[src/rtl/rand_note_picker.sv]
// Rejection-sampling note picker: collects WORD_W serial random bits MSB-first.
// Emits an index in 0..MAX_VAL on a valid/ready handshake, or a fallback of 0 once retries run out.
module rand_note_picker #(
  parameter int WORD_W    = 4,
  parameter int MAX_VAL   = 11,
  parameter int MAX_RETRY = 8
) (
  input  logic              clk,
  input  logic              rst,
  input  logic              bit_in,
  input  logic              req,
  output logic [WORD_W-1:0] note_out,
  output logic              note_valid,
  input  logic              note_ready,
  output logic              fallback,
  output logic              busy,
  output logic [7:0]        reject_cnt
);

  localparam int CNT_W = $clog2(WORD_W + 1);
  localparam int RTY_W = $clog2(MAX_RETRY + 1);
  localparam logic [WORD_W-1:0] MAX_W  = WORD_W'(MAX_VAL);
  localparam logic [CNT_W-1:0]  LAST_B = CNT_W'(WORD_W - 1);
  localparam logic [RTY_W-1:0]  RTY_LIM = RTY_W'(MAX_RETRY);

  typedef enum logic [1:0] {IDLE, COLLECT, CHECK, HOLD} state_t;

  state_t            state;
  logic [WORD_W-1:0] sr;
  logic [CNT_W-1:0]  bit_cnt;
  logic [RTY_W-1:0]  retry_cnt;
  logic [RTY_W-1:0]  retry_next;

  assign retry_next = retry_cnt + 1'b1;

  // NOTE: every register here, including the shift register, sits on the async reset
  // so an abort mid-collect can never leak stale bits into the next word.
  always_ff @(posedge clk or posedge rst) begin
    if (rst) begin
      state      <= IDLE;
      sr         <= '0;
      bit_cnt    <= '0;
      retry_cnt  <= '0;
      note_out   <= '0;
      note_valid <= 1'b0;
      fallback   <= 1'b0;
      busy       <= 1'b0;
      reject_cnt <= '0;
    end else begin
      // NOTE: non-blocking assignments throughout so each edge sees the pre-edge state.
      unique case (state)
        IDLE: begin
          if (req) begin
            state     <= COLLECT;
            bit_cnt   <= '0;
            retry_cnt <= '0;
            busy      <= 1'b1;
          end
        end

        COLLECT: begin
          sr      <= {sr[WORD_W-2:0], bit_in};
          bit_cnt <= bit_cnt + 1'b1;
          if (bit_cnt == LAST_B) state <= CHECK;
        end

        CHECK: begin
          if (sr <= MAX_W) begin
            note_out   <= sr;
            fallback   <= 1'b0;
            note_valid <= 1'b1;
            state      <= HOLD;
          end else begin
            if (reject_cnt != 8'hFF) reject_cnt <= reject_cnt + 8'd1;
            retry_cnt <= retry_next;
            if (retry_next == RTY_LIM) begin
              note_out   <= '0;
              fallback   <= 1'b1;
              note_valid <= 1'b1;
              state      <= HOLD;
            end else begin
              // Retry with a completely fresh word.
              bit_cnt <= '0;
              state   <= COLLECT;
            end
          end
        end

        HOLD: begin
          if (note_ready) begin
            note_valid <= 1'b0;
            busy       <= 1'b0;
            state      <= IDLE;
          end
        end

        default: state <= IDLE;
      endcase
    end
  end

endmodule

[config.mk]
export PLATFORM = sky130hd
export DESIGN_NAME = rand_note_picker
export DESIGN_NICKNAME = d
export VERILOG_FILES = /design/src/rtl/rand_note_picker.sv
export SDC_FILE = /design/constraint.sdc
export NUM_CORES = 1
export LEC_CHECK = 0
export CORE_UTILIZATION = 55
export DETAILED_ROUTE_END_ITERATION = 16
export GPL_ROUTABILITY_DRIVEN = 0
export PLACE_DENSITY_LB_ADDON = 0.25
export SKIP_CTS_REPAIR_TIMING = 1
export SYNTH_ARGS = -nofsm -noshare
export SYNTH_HDL_FRONTEND = slang
export SYNTH_SLANG_ARGS = --single-unit
[constraint.sdc]
create_clock -name clk -period 4.06 [get_ports clk]
set_input_delay 0.812 -clock clk [delete_from_list [all_inputs] [get_ports clk]]
set_output_delay 0.812 -clock clk [all_outputs]
set_load 0.005 [all_outputs]
==> flow_summary.ini <==
[run_status]
outcome = complete, no violations

[clock_network]
clk_pin_slew_ns = 0.15
cts-root-buf = clkbuf_4
cts_num_sinks = 28
htreeDepth = 1
cts_tree = built
clk_latency_ns = 0.32
cts_buffer_depth = 2
numCtsBuffers = 3

[pwr]
p_per_area_nw_per_um2 = 665.8
leakagePower_nw = 0.7282
max-vdd-ir-drop_v = 0.0004362
p_total_mw = 1.091

[logic_synthesis]
ys_warn_count = 0
synth_cells = 136
yosys.area_share.simple = 0.1787
synth_xor_area_frac = 0.02489
synth_seq_cells = 28
yosys.area_share.adder = 0.03556
synth_compound_area_frac = 0.1476
synth_top_family_by_area = simple AND/OR/NAND/NOR gates
ys_seq_area_frac = 0.4978
synth_nets = 145
netlist_area_sq_um = 1408
avgSynthCellArea_sq_um = 10.35
synth_mux_area_frac = 0.08267
ys_types = 36

[finish]
fin_util = 0.7070
nets = 166
area_delta_synth_final_pct = 16.44
layout_commonest_cell = dfrtp_1
diodes = 0
drive_above_1_share = 0.1419
final_cells = 183
final_cell_mix = 28 x dfrtp_1, 23 x nand2_1, 19 x clkdlybuf4s50_1, 10 x nor2_1, 8 x inv_1

[place]
placedCellCount = 180
dp_hpwl_microns = 1909
io_buffers = 19

[critical_path]
cp_slowest_cell = clkdlybuf4s50_1
crit_arrival_ns = 1.36
crit_type = register to primary output
path_delay_family = buffers and inverters
cp_slowest_stage_delay_ns = 0.56
crit_fanout = 5
r2r_start = state[1]
startpoint_type = register
cp-end-kind = primary output
crit_buf_inv = 1
crit_chain = clkdlybuf4s50_1
cp-startpoint = reject_cnt[4]
critPathRequiredTime_ns = 3.25

[timing]
clock-skew-final_ns = 0.005628
min_period_ns = 2.169
finalHoldViolCount = 0
slew_violations = 0
maxSlewHeadroom = 0.2958
finalCritPeriodShare = 0.5341
fin_setup_tns_ns = 0
whs_ns = 0.5183
rsz0062_at_grt = no
setup_viol = 0
fmaxAchievable_mhz = 461.1
worstMarginPinSlew_ns = 1.055

[floorplanning]
dieHeight_microns = 52.59
rows = 17
die_w_microns = 52.59
start_util = 0.6071
die_area_sq_um = 2766
ioPinCount = 20
core_sq_um = 2318

[grt]
track_usage = 0.2204
grt_max_degree = 29
antenna_found_initial = 0
grt_pass1_wl_microns = 4395
grt_overflow_total = 0
first_global_vias = 1009

[job]
max_cap_violations = 0

[route]
num_vias = 1021
wire_per_inst_microns = 14.28
drtIter0Drc = 15
route.detailed.drc = 0
routed_wl_microns = 2614
detail-route-antenna-nets = 0
dr.pass1.iters = 4
vias_per_cell = 5.579

[min_path]
hold_class = register to register
hold_start = note_valid
-- state kept, by name, indices dropped and copies added, names as in the netlist --
signal	count
retry_cnt	4
state	2
note_valid	1
fallback	1
reject_cnt	8
note_out	4
sr	4
busy	1
bit_cnt	3
-- synthesized netlist by cell type, drive strengths merged --
master | count | area [sq um]
o211ai | 2 | 15.01
and3 | 1 | 6.260
a211o | 1 | 8.760
nand2 | 24 | 92.59
dfrtp | 28 | 700.7
o21bai | 1 | 7.510
o31a | 1 | 17.52
a21oi | 7 | 35.03
nand3 | 4 | 20.02
nor2b | 2 | 12.51
a21bo | 1 | 10.01
nand4 | 2 | 25.02
a22oi | 1 | 7.510
mux2 | 10 | 116.4
o21ai | 9 | 56.31
nor3 | 1 | 5.000
or3 | 1 | 11.26
nor2 | 10 | 37.54
and4b | 1 | 13.76
a31o | 1 | 8.760
xnor2 | 3 | 26.28
buf | 3 | 16.26
a22o | 4 | 35.03
xor2 | 1 | 8.760
nand3b | 1 | 7.510
inv | 8 | 30.03
nand2b | 2 | 12.51
a31oi | 1 | 6.260
ha | 4 | 50.05
or4 | 1 | 7.510
-- power by group --
part	leakage [nW]	total, mW	internal, mW	switching, mW
registers	0.349	0.522	0.387	0.134
logic	0.366	0.455	0.268	0.187
clock network	0.0138	0.115	0.0348	0.0800
-- metal layers --
metal	vias up	global-route usage	part of all wire
met4	0	0.06579	0.0065
li1	510	-	-
met2	14	0.3819	0.50
met3	2	0.02609	0.020
met1	495	0.2863	0.47
met5	-	0	0
-- area by class of cell --
class | instances | area, sq um
timing repair buffer | 19 | 190.2
clock buffer | 3 | 22.52
sequential | 28 | 700.7
fill | 189 | 679.4
multi-input combinational | 97 | 660.6
inverter | 8 | 30.03
tap | 28 | 35.03
-- through the flow --
stage,setup WS [ns],area (sq um)
finish,1.891,1639
global route,1.839,1639
CTS,1.885,1639
detailed placement,1.936,1617
global placement,1.976,1617
floorplan,2.495,1408
-- logic make-up (layout without fill, tap and decap cells) --
| logic type | Yosys count | count (layout) |
|---|---|---|
| simple gates | 50 | 50 |
| mux | 10 | 10 |
| xor+xnor | 4 | 4 |
| fa+ha+maj | 4 | 4 |
| flops | 28 | 28 |
| buf+inv | 11 | 30 |
| compound gates | 29 | 29 |
-- final timing paths --
kind	slack, ns	cells after the start	to
max	1.89	1	reject_cnt[4]
min	0.52	2	note_valid
max reg2reg	2.26	4	reject_cnt[5]
min reg2reg	0.52	2	note_valid
max in group asynchronous	2.40	2	sr[1]
min in group asynchronous	1.04	2	note_out[1]
(Power assumes the default switching activity.)
